[src/rtl/bus_demux8_reg.sv]
// Registered 1-to-8 bus demux: one word held, delivered to one lane or broadcast to all 8.
// Latency: word accepted at edge N is offered on its lane(s) right after edge N.
// Backpressure: in_ready drops while any lane is still pending and not completing this cycle.
module bus_demux8_reg #(
    parameter int WIDTH = 64
) (
    input  logic                  clk,
    input  logic                  reset_n,
    input  logic [WIDTH-1:0]      in_data,
    input  logic [2:0]            in_sel,
    input  logic                  in_bcast,
    input  logic                  in_valid,
    output logic                  in_ready,
    output logic [7:0][WIDTH-1:0] out,
    output logic [7:0]            out_valid,
    input  logic [7:0]            out_ready,
    output logic                  busy
);

    logic [WIDTH-1:0] data_q;
    logic [7:0]       pend_q;
    logic [7:0]       acc;
    logic [7:0]       sel_mask;
    logic             load;

    assign acc      = pend_q & out_ready;
    // Combinational from out_ready so the last completing lane lets the next word in the same cycle.
    assign in_ready = ((pend_q & ~acc) == 8'h00);
    assign load     = in_valid & in_ready;
    assign sel_mask = 8'h01 << in_sel;

    always_ff @(posedge clk or negedge reset_n) begin
        if (!reset_n) begin
            data_q <= '0;
            pend_q <= 8'h00;
        end else if (load) begin
            data_q <= in_data;
            pend_q <= in_bcast ? 8'hFF : sel_mask;
        end else begin
            pend_q <= pend_q & ~acc;
        end
    end

    assign out_valid = pend_q;
    assign busy      = |pend_q;

    always_comb begin
        for (int j = 0; j < 8; j++) begin
            out[j] = pend_q[j] ? data_q : '0;
        end
    end

endmodule

[config.mk]
export PLATFORM = sky130hd
export DESIGN_NAME = bus_demux8_reg
export DESIGN_NICKNAME = d
export VERILOG_FILES = /design/src/rtl/bus_demux8_reg.sv
export SDC_FILE = /design/constraint.sdc
export NUM_CORES = 1
export LEC_CHECK = 0
export ABC_CLOCK_PERIOD_IN_PS = 4800
export BUFFER_PORTS_ARGS = -buffer_cell sky130_fd_sc_hd__buf_4
export CORE_AREA = 2 2 235 237
export CTS_CLUSTER_DIAMETER = 150
export DETAILED_ROUTE_END_ITERATION = 7
export DIE_AREA = 0 0 237 239
export SLEW_MARGIN = 0
export SYNTH_ARGS = -nofsm -noshare
export SYNTH_HDL_FRONTEND = slang
export SYNTH_SLANG_ARGS = --single-unit
[constraint.sdc]
create_clock -name clk -period 4.8 [get_ports clk]
set_input_delay 1.44 -clock clk [delete_from_list [all_inputs] [get_ports clk]]
set_output_delay 1.44 -clock clk [all_outputs]
set_load 0.01 [all_outputs]
Word-level counts from Yosys, hierarchy flattened --
Index checks and enable logic that the tools add are counted.
Cells by class: multiplexer cells 10, bitwise operators 4, shift-type cells 1, reduce and logical (&&, ||, !) cells 2
Operator list (number):
- $mux W64 | 8
- $and A8 B8 Y8 | 2
- $mux W8 | 2
- $logic_not A8 Y1 | 1
- $not A8 Y8 | 1
- $reduce_or A8 Y1 | 1
- $shl A1 B3 Y8 const A | 1
- $and A1 B1 Y1 | 1
Storage, ports and cells: output and inout bits 522, register bits 72, input bits 79

Depth between registers and ports, before layout --
Gate-level depths: netlist (run 1).
depth after elaboration 6, depth in mapped cells 5, mapped depth without buffers 4

Least setup slack after synthesis (run 1) --
No wires, ideal clock.
path type input port to output port, start input out_ready[7], end output in_ready, path slack 1.379 ns, arrival 1.981 ns, required time 3.360 ns, cell stages on the path 3, path through nand2b_1 -> and4_1 -> and3_1
Between the ends: cells in the longest elaborated chain, start to end 4
RTL lines:
- start: declaration | RTL line 16 | input logic [7:0] out_ready,
- $and A8 B8 Y8 | RTL line 26 | assign acc = pend_q & out_ready;
- $not A8 Y8 | RTL line 28 | assign in_ready = ((pend_q & ~acc) == 8'h00);
- $and A8 B8 Y8 | RTL line 28
- $logic_not A8 Y1 | RTL line 28
- end: declaration | RTL line 13 | output logic in_ready,
No other way between the ends.

Final worst setup path (run 1) --
Ends and elaborated chain as after synthesis.

==> results of run 1 <==
## stage by stage
stage,util [%],worst slack [ns],cells
6_report,21.6,0.932,2019
5_1_grt,21.6,0.905,2018
4_1_cts,21.6,0.902,2017
3_5_place_dp,21.0,0.912,2001
3_3_place_gp,21.0,0.910,2001
2_1_floorplan,-,1.38,749
## where the power goes
| group | switching [W] | total, W | internal [W] |
|---|---|---|---|
| Clock | 0.000306 | 0.000776 | 0.000470 |
| Combinational | 0.00224 | 0.00477 | 0.00253 |
| Sequential | 0.000864 | 0.00178 | 0.000911 |
## layout make-up
class	instances	area [µm²]
antenna	2	5.00
clock buffer	11	243
inverter	4	15.0
sequential	72	1810
fill	6090	42600
clock inverter	5	81.3
multi-input combinational	609	4130
timing repair buffer	612	4590
tap	704	881
## cells by family after synthesis
family / count (synthesis) / share of synthesized area (%)
muxes: 64 / 11.6
and+or+nand+nor: 528 / 53.4
AOI/OAI and AO/OA: 17 / 1.62
buffers and inverters: 68 / 4.27
DFF: 72 / 29.1
## layer usage
metal  share of wire (%)  up-vias
li1                    -     3428
met1                  40     3333
met2                  50      391
met3                 7.3       30
met4                 2.5        0
met5                   0        -
## critical path, cell delays in order
cell and delay, ns:
buf_4 0.10, nand2b_1 0.18, and4_1 0.32, and3_1 0.23, buf_4 0.14
## worst min path at each step
stage / start / end / slack, ns / depth (start not counted)
floorplan: data_q[0] / data_q[0] / 0.55 / 1
global placement: out_valid[1] / out_valid[1] / 0.52 / 2
detailed placement: out_valid[1] / out_valid[1] / 0.54 / 2
CTS: out_valid[1] / out_valid[1] / 0.56 / 2
global route: out_valid[7] / out_valid[7] / 0.61 / 2
finish: out_valid[1] / out_valid[1] / 0.55 / 2
## synthesized netlist by cell type, drive strengths merged
cell type | n | area (µm²)
and2 | 512 | 3200
dfrtp | 72 | 1800
mux2 | 64 | 721
clkbuf | 56 | 210
buf | 8 | 38.8
a31oi | 6 | 37.5
o21ai | 5 | 25.0
inv | 4 | 15.0
nand2b | 4 | 25.0
a21oi | 3 | 15.0
nor2b | 3 | 18.8
o21bai | 3 | 22.5
nand2 | 2 | 7.51
nor2 | 2 | 7.51
nor4 | 2 | 12.5
and3 | 1 | 6.26
and4 | 1 | 8.76
nand4 | 1 | 12.5
## flip-flops by register name, indices dropped and copies added (netlist names)
| register | flops |
|---|---|
| out_valid | 8 |
| data_q | 64 |
## placed cells by master, fill, tap and decap left out, types with 4 or more instances in the layout
master     synthesis  routed
clkbuf_16          0       9
dfrtp_1           72      64
mux2_1            62      62
a31oi_1            6       6
buf_4              0     612
inv_1              4       4
and2_1           512     512
nand2b_1           4       4
dfrtp_2            0       8
o21ai_0            5       5
==> metrics.csv, run 1 <==
metric,value,unit
Worst-Skew Late Latency,0.37,ns
# IOs,601,
Area Overhead vs Synth,90.1,%
Syn Std Cell Area,0.00619,mm²
VDD IR-drop max,0.230,mV
Num CTS Buffers,9,
Unique masters post-synth,20,
first-pass GRT wire length,44.7,mm
relative slew slack,28.2,%
GR Util met1,12.3,%
CTS tree,yes,
H-tree Lvls,3,
max cap viols,0,
setup TNS,0,ns
register area share after synthesis,29.1,%
largest net degree at the start of global routing,73,
Detailed Route WL,31.8,mm
P_leak,6.03,nW
crit path launch type,input port,
DIE AREA,0.0566,mm²
Final Max Tran Viols,0,
Iter 0 DRT Violations,222,
Ys Warns,0,
post-placement cell area,0.0114,mm²
Chip Height,239,µm
Yosys reg bits,72,
Root Buffer Master,clkbuf_16,
"Power, Total",0.00732,W
post_cts resized,0,
clk_skew,0.0108,ns
fin area,0.0118,mm²
r2r startpoint,out_valid[3],
Site Rows,86,
CTS Hold Bufs,0,
hpwl dp,23.6,mm
number of I/O port buffers,600,
pwr dens,623,mW/mm²
Initial Util,11.4,%
Global Route Usage Sum,10.6,%
crit path DAT,2.43,ns
die width,237,µm
final hold slack,0.555,ns
DRC,0,
fin crit share,80.6,%
Clock Path Buffers,2,
Clock transition at path regs,0.06,ns
worst setup path startpoint,out_ready[7],
Post-CTS Setup Repair Bufs,0,
R2R Path End,data_q[63],
initial antenna violation count,3,
Hold Path Class,reg -> reg,
post-layout minimum cycle time,3.87,ns
Worst Setup End Kind,output pin,
GPL Wtd Cong,0.721,
f_max,0.259,GHz
Syn Area/Cell,8.26,µm²
setup violators final,0,
RSZ-0062 raised after global routing,false,
CP Class,in -> out,
GR met3 Demand/Resource,2.61,%
crit path max fanout,2,
R2R setup slack,2.03,ns
synthesized net count,828,
drt pass-1 iters,4,
critical path endpoint,in_ready,
core area,0.0543,mm²
cell count after synthesis,749,
Avg WL per Cell,15.7,µm
final hold violation count,0,
Required @ worst endpoint,3.36,ns
DRT antenna net count,0,
vias in the first global route,6860,
layout cells sized above 1,48.6,%
CTS Sinks,72,
worst slew pin tran,1.08,ns
grt ovf,0,
layer with the highest usage,met2,
Final #Nets,1387,
Vias/cell,3.56,
worst r2r path cells,5,
outcome,"complete, no violations",
Via Count,7182,
met2 usage,18.7,%
Power figures use the tool's default switching activity.
==> run 2: changes to the inputs <==
--- a/config.mk
+++ b/config.mk
@@ -5,12 +5,12 @@
 export SDC_FILE = /design/constraint.sdc
 export NUM_CORES = 1
 export LEC_CHECK = 0
-export ABC_CLOCK_PERIOD_IN_PS = 4800
+export ABC_CLOCK_PERIOD_IN_PS = 3770
 export BUFFER_PORTS_ARGS = -buffer_cell sky130_fd_sc_hd__buf_4
-export CORE_AREA = 2 2 235 237
+export CORE_AREA = 2 2 237 239
 export CTS_CLUSTER_DIAMETER = 150
 export DETAILED_ROUTE_END_ITERATION = 7
-export DIE_AREA = 0 0 237 239
+export DIE_AREA = 0 0 239 241
 export SLEW_MARGIN = 0
 export SYNTH_ARGS = -nofsm -noshare
 export SYNTH_HDL_FRONTEND = slang
==> constraint.sdc (replaced) <==
create_clock -name clk -period 3.77 [get_ports clk]
set_input_delay 1.131 -clock clk [delete_from_list [all_inputs] [get_ports clk]]
set_output_delay 1.131 -clock clk [all_outputs]
set_load 0.01 [all_outputs]
==> run 2 against run 1 <==
Combinational power up 25%. Sequential share of layout area rose by 0.051 points. Global-route usage is 0.34 points lower. Clock skew up 0.0015 ns. Design area shrank 0.33%. Total power up 25%. Register-to-register slack got worse by 0.52 ns. First-iteration DRC count is 23% higher. Core utilization fell by 0.28 points. Highest routed layer unchanged. Die area rose by 1.7%. Wire length is 0.59% higher. Clock power up 8.4%.
==> metrics.csv, run 2 (same netlist as run 1, synthesis figures left out) <==
metric,value,unit,change
Root Buffer Master,clkbuf_16,,unchanged
outcome,"complete, no violations",,unchanged
CTS Hold Bufs,0,,unchanged
Area Overhead vs Synth,89.4,%,was 90.1%
Final Worst Setup Slack,0.577,ns,was 0.932 ns
Chip Height,241,µm,was 239 µm
DIE AREA,0.0576,mm²,was 0.0566 mm²
Num CTS Buffers,9,,unchanged
clock share of power,9.2,%,was 10.6%
final hold violation count,0,,unchanged
Worst-Skew Late Latency,0.37,ns,about the same
Required @ worst endpoint,2.64,ns,was 3.36 ns
setup TNS,0,ns,unchanged
Via Count,7217,,was 7182
crit path DAT,2.06,ns,was 2.43 ns
H-tree Lvls,3,,unchanged
Int Pwr,0.00485,W,was 0.00391 W
"Power, Total",0.00919,W,was 0.00732 W
Final #Nets,1386,,was 1387
Sequential Power Share,26.2,%,was 24.2%
"worst slack, placed",0.671,ns,was 0.912 ns
pwr dens,783,mW/mm²,was 623 mW/mm²
# IOs,601,,unchanged
worst slew pin tran,0.798,ns,was 1.08 ns
f_max,0.313,GHz,
P_leak,6.01,nW,was 6.03 nW
Site Rows,86,,unchanged
VDD IR-drop max,0.334,mV,was 0.230 mV
layout cells sized above 1,48.5,%,was 48.6%
Global Route Usage Sum,10.3,%,was 10.6%
grt ovf,0,,unchanged
Worst Setup End Kind,output pin,,unchanged
fin area,0.0117,mm²,was 0.0118 mm²
Vias/cell,3.58,,was 3.56
worst setup path startpoint,out_valid[0],,was out_ready[7]
combinational share of power,64.6,%,was 65.2%
post-layout minimum cycle time,3.19,ns,
final hold slack,0.594,ns,was 0.555 ns
most frequent cells in the layout,"buf_4 (609), and2_1 (512), dfrtp_1 (64)",,"was buf_4 (612), and2_1 (512), dfrtp_1 (64)"
"commonest non-fill, non-tap cell in the layout",buf_4,,unchanged
GPL Wtd Cong,0.744,,was 0.721
DRT antenna net count,0,,unchanged
initial antenna violation count,4,,was 3
fin crit share,84.7,%,
die width,239,µm,was 237 µm
post_cts resized,0,,unchanged
clk_skew,0.0123,ns,was 0.0108 ns
RSZ-0062 raised after global routing,false,,unchanged
relative slew slack,46.8,%,was 28.2%
Hold Path Class,in -> async,,was reg -> reg
CP Class,reg -> out,,was in -> out
DRC,0,,unchanged
Detailed Route WL,32.0,mm,was 31.8 mm
drt pass-1 iters,4,,unchanged
first-pass GRT wire length,43.6,mm,was 44.7 mm
setup violators final,0,,unchanged
Avg WL per Cell,15.8,µm,was 15.7 µm
Reg with most FFs,data_q,,unchanged
Clock transition at path regs,0.07,ns,was 0.06 ns
crit path max fanout,35,,was 2
Clock Path Buffers,2,,unchanged
CTS Sinks,72,,unchanged
Switching Power,0.00433,W,was 0.00341 W
CTS tree,yes,,unchanged
Post-CTS Setup Repair Bufs,0,,unchanged
largest net degree at the start of global routing,73,,unchanged
Iter 0 DRT Violations,272,,was 222
Final Max Tran Viols,0,,unchanged
r2r startpoint,out_valid[5],,was out_valid[3]
sw frac,47.2,%,was 46.5%
core area,0.0549,mm²,was 0.0543 mm²
vias in the first global route,6736,,was 6860
post-placement cell area,0.0115,mm²,was 0.0114 mm²
hpwl dp,24.3,mm,was 23.6 mm
crit path launch type,flip-flop,,was input port
Initial Util,11.3,%,was 11.4%
number of I/O port buffers,600,,unchanged
max reg flops,64,,unchanged
max cap viols,0,,unchanged
-- run 2: cell count changes in the layout (fill, tap and decap cells not counted), sizes merged --
cell,previous run,this run
buf,612,611
bufinv,2,0
clkinv,2,3
diode,2,3
-- run 2: power groups by stage --
stage | combinational, W | sequential [W] | clock [W]
after floorplan | 0.00308 | 0.00161 | 0
after global placement | 0.00597 | 0.00238 | 0
after detailed placement | 0.00600 | 0.00243 | 0
after CTS | 0.00601 | 0.00242 | 0.000901
after global routing | 0.00638 | 0.00254 | 0.000935
final | 0.00594 | 0.00241 | 0.000841
-- run 2: final cells by class --
| cell class | count | area (µm²) |
|---|---|---|
| multi-input cells | 609 | 4130 |
| flip-flops and latches | 72 | 1810 |
| clock inverters | 4 | 22.5 |
| clock buffers | 11 | 243 |
| repair buffers | 611 | 4610 |
| diodes | 3 | 7.51 |
| fillers | 6111 | 43200 |
| well taps | 704 | 881 |
| inverters | 4 | 15.0 |
-- run 2: final timing paths --
check,end,slack [ns],depth (start not counted)
max,out[30],0.58,3
min,data_q[40],0.59,1
max reg2reg,data_q[33],1.51,5
min reg2reg,data_q[0],0.61,1
max in group asynchronous,out_valid[1],2.42,2
min in group clk,data_q[0],0.61,1
-- run 2: layer usage --
| metal | vias up | GRT usage (%) | share of wire (%) |
|---|---|---|---|
| li1 | 3433 | - | - |
| met1 | 3360 | 11.4 | 39 |
| met2 | 401 | 19.2 | 53 |
| met3 | 23 | 2.24 | 6.7 |
| met4 | 0 | 3.84 | 1.5 |
| met5 | - | 0 | 0 |
-- run 2: worst max-delay path, stage by stage, from the launching register on --
cell and delay, ns:
dfrtp_2 0.81, buf_4 0.50, and2_1 0.20, buf_4 0.12
-- run 2: through the flow --
step / std cells / util, %
2_1_floorplan: 749 / -
3_3_place_gp: 2000 / 20.9
3_5_place_dp: 2000 / 20.9
4_1_cts: 2015 / 21.3
5_1_grt: 2015 / 21.3
6_report: 2018 / 21.4
==> run 3: changes to the inputs <==
--- a/config.mk
+++ b/config.mk
@@ -5,7 +5,7 @@
 export SDC_FILE = /design/constraint.sdc
 export NUM_CORES = 1
 export LEC_CHECK = 0
-export ABC_CLOCK_PERIOD_IN_PS = 3770
+export ABC_CLOCK_PERIOD_IN_PS = 3200
 export BUFFER_PORTS_ARGS = -buffer_cell sky130_fd_sc_hd__buf_4
 export CORE_AREA = 2 2 237 239
 export CTS_CLUSTER_DIAMETER = 150
==> constraint.sdc (replaced) <==
create_clock -name clk -period 3.2 [get_ports clk]
set_input_delay 0.96 -clock clk [delete_from_list [all_inputs] [get_ports clk]]
set_output_delay 0.96 -clock clk [all_outputs]
set_load 0.01 [all_outputs]
==> run 3 against run 2 <==
Sequential power up 17%. Combinational power up 19%. Non-clock buffer count up 3. Sequential share of layout area down 0.14 points. Clock skew down 0.0038 ns. Global-route usage down 0.24 points. Core utilization up 0.19 points. Wire length down 0.72%. Largest power group unchanged. Via count up 0.24%. Largest cell class unchanged. Critical path depth unchanged. First-iteration DRC count down 9.2%.
==> metrics.csv, run 3 (same netlist as run 1, synthesis figures left out) <==
metric,value,unit,change
DIE AREA,0.0576,mm²,unchanged
clock share of power,10.5,%,was 9.2%
CTS tree,yes,,unchanged
Worst-Skew Late Latency,0.36,ns,was 0.37 ns
DRC,0,,unchanged
VDD IR-drop max,0.298,mV,was 0.334 mV
sw frac,46.2,%,was 47.2%
H-tree Lvls,3,,unchanged
CP Class,reg -> out,,unchanged
grt ovf,0,,unchanged
setup TNS,0,ns,unchanged
first-pass GRT wire length,42.8,mm,was 43.6 mm
Chip Height,241,µm,unchanged
vias in the first global route,6650,,was 6736
"commonest non-fill, non-tap cell in the layout",buf_4,,unchanged
Via Count,7234,,was 7217
DRT antenna net count,0,,unchanged
Reg with most FFs,data_q,,unchanged
post-layout minimum cycle time,3.01,ns,
# IOs,601,,unchanged
CP max stage cell,dfrtp_2,,unchanged
most frequent CP cell,buf_4,,unchanged
most frequent cells in the layout,"buf_4 (610), and2_1 (512), dfrtp_1 (64)",,"was buf_4 (609), and2_1 (512), dfrtp_1 (64)"
"Cell Count, Final, Fillers Out",2022,,was 2018
number of I/O port buffers,600,,unchanged
Area Overhead vs Synth,91.1,%,was 89.4%
final hold violation count,0,,unchanged
Clock Path Buffers,2,,unchanged
setup violators final,0,,unchanged
Clock transition at path regs,0.06,ns,was 0.07 ns
P_leak,6.06,nW,was 6.01 nW
CTS Hold Bufs,0,,unchanged
drt pass-1 iters,4,,unchanged
max reg flops,64,,unchanged
Sequential Power Share,25.5,%,was 26.2%
crit path DAT,2.05,ns,was 2.06 ns
Switching Power,0.00509,W,was 0.00433 W
Detailed Route WL,31.7,mm,was 32.0 mm
post_cts resized,0,,unchanged
Required @ worst endpoint,2.24,ns,was 2.64 ns
combinational share of power,64.0,%,was 64.6%
relative slew slack,52.7,%,was 46.8%
pwr dens,931,mW/mm²,was 783 mW/mm²
hpwl dp,24.6,mm,was 24.3 mm
Final Max Tran Viols,0,,unchanged
Root Buffer Master,clkbuf_16,,unchanged
crit-path cells,"buf_4, and2_1, buf_4",,unchanged
die width,239,µm,unchanged
f_max,0.332,GHz,
Num CTS Buffers,9,,unchanged
CTS Sinks,72,,unchanged
placed cells,2003,,was 2000
largest net degree at the start of global routing,43,,was 73
Final #Nets,1389,,was 1386
clk_skew,0.00843,ns,was 0.0123 ns
Int Pwr,0.00592,W,was 0.00485 W
outcome,"complete, no violations",,unchanged
GPL Wtd Cong,0.724,,was 0.744
Hold Path Class,in -> async,,unchanged
initial antenna violation count,4,,unchanged
crit path launch type,flip-flop,,unchanged
Global Route Usage Sum,10.1,%,was 10.3%
Avg WL per Cell,15.7,µm,was 15.8 µm
core area,0.0549,mm²,unchanged
Post-CTS Setup Repair Bufs,0,,unchanged
Iter 0 DRT Violations,247,,was 272
Worst Setup End Kind,output pin,,unchanged
layout cells sized above 1,48.7,%,was 48.5%
max cap viols,0,,unchanged
Site Rows,86,,unchanged
fin crit share,94.2,%,
crit path max fanout,38,,was 35
worst slew pin tran,0.710,ns,was 0.798 ns
Initial Util,11.3,%,unchanged
RSZ-0062 raised after global routing,false,,unchanged
Vias/cell,3.58,,about the same
R2R setup slack,0.96,ns,was 1.51 ns
CP max stage delay,0.75,ns,was 0.81 ns
==> run 3: changes by cell type in the layout (fill, tap and decap cells not counted), sizes merged <==
cell	delta
buf	+3
bufinv	+2
clkinv	-2
clkinvlp	+1
==> run 3: final timing paths <==
kind / from / cells past startpoint / to
setup / recovery: out_valid[0] / 3 / out[1]
hold / removal: reset_n / 1 / data_q[32]
setup reg to reg: out_valid[2] / 5 / data_q[35]
hold reg to reg: data_q[36] / 1 / data_q[36]
max in group asynchronous: reset_n / 2 / out_valid[1]
min in group clk: data_q[36] / 1 / data_q[36]
==> run 3: layer usage <==
metal | share of wire, % | wire length, µm | vias to the layer above | GRT usage (%)
met2 | 53 | 16700 | 392 | 18.7
met4 | 1.4 | 451 | 2 | 3.30
met3 | 8.3 | 2620 | 24 | 2.68
met5 | 0.035 | 11 | - | 0
met1 | 38 | 12000 | 3387 | 11.1
li1 | - | - | 3429 | -
==> run 3: layout make-up <==
class / count / area [µm²]
diodes: 3 / 7.51
well taps: 704 / 881
flip-flops and latches: 72 / 1810
clock inverters: 5 / 80.1
multi-input cells: 609 / 4130
fillers: 6055 / 43000
clock buffers: 11 / 243
inverters: 4 / 15.0
repair buffers: 614 / 4660
==> run 3: power by group through the flow <==
stage / combinational, W / sequential [W] / clock, W
2_1_floorplan: 0.00362 / 0.00190 / 0
3_3_place_gp: 0.00710 / 0.00278 / 0
3_5_place_dp: 0.00711 / 0.00285 / 0
4_1_cts: 0.00713 / 0.00283 / 0.00124
5_1_grt: 0.00755 / 0.00296 / 0.00127
6_report: 0.00705 / 0.00281 / 0.00115
==> run 3: stage by stage <==
| stage | hold slack [ns] | utilization [%] | area (µm²) | worst slack, ns | power, W |
|---|---|---|---|---|---|
| floorplan | 0.551 | - | 6190 | 0.739 | 0.00552 |
| global placement | 0.594 | 21.0 | 11500 | 0.425 | 0.00988 |
| detailed placement | 0.614 | 21.0 | 11500 | 0.438 | 0.00996 |
| CTS | 0.606 | 21.5 | 11800 | 0.124 | 0.0112 |
| global route | 0.636 | 21.5 | 11800 | 0.0814 | 0.0118 |
| finish | 0.604 | 21.6 | 11800 | 0.185 | 0.0110 |
==> run 3: critical path, delay by kind of cell (launching register included) <==
family	cells	cell delay (ns)
flops	1	0.75
buf+inv	2	0.69
simple gates	1	0.21
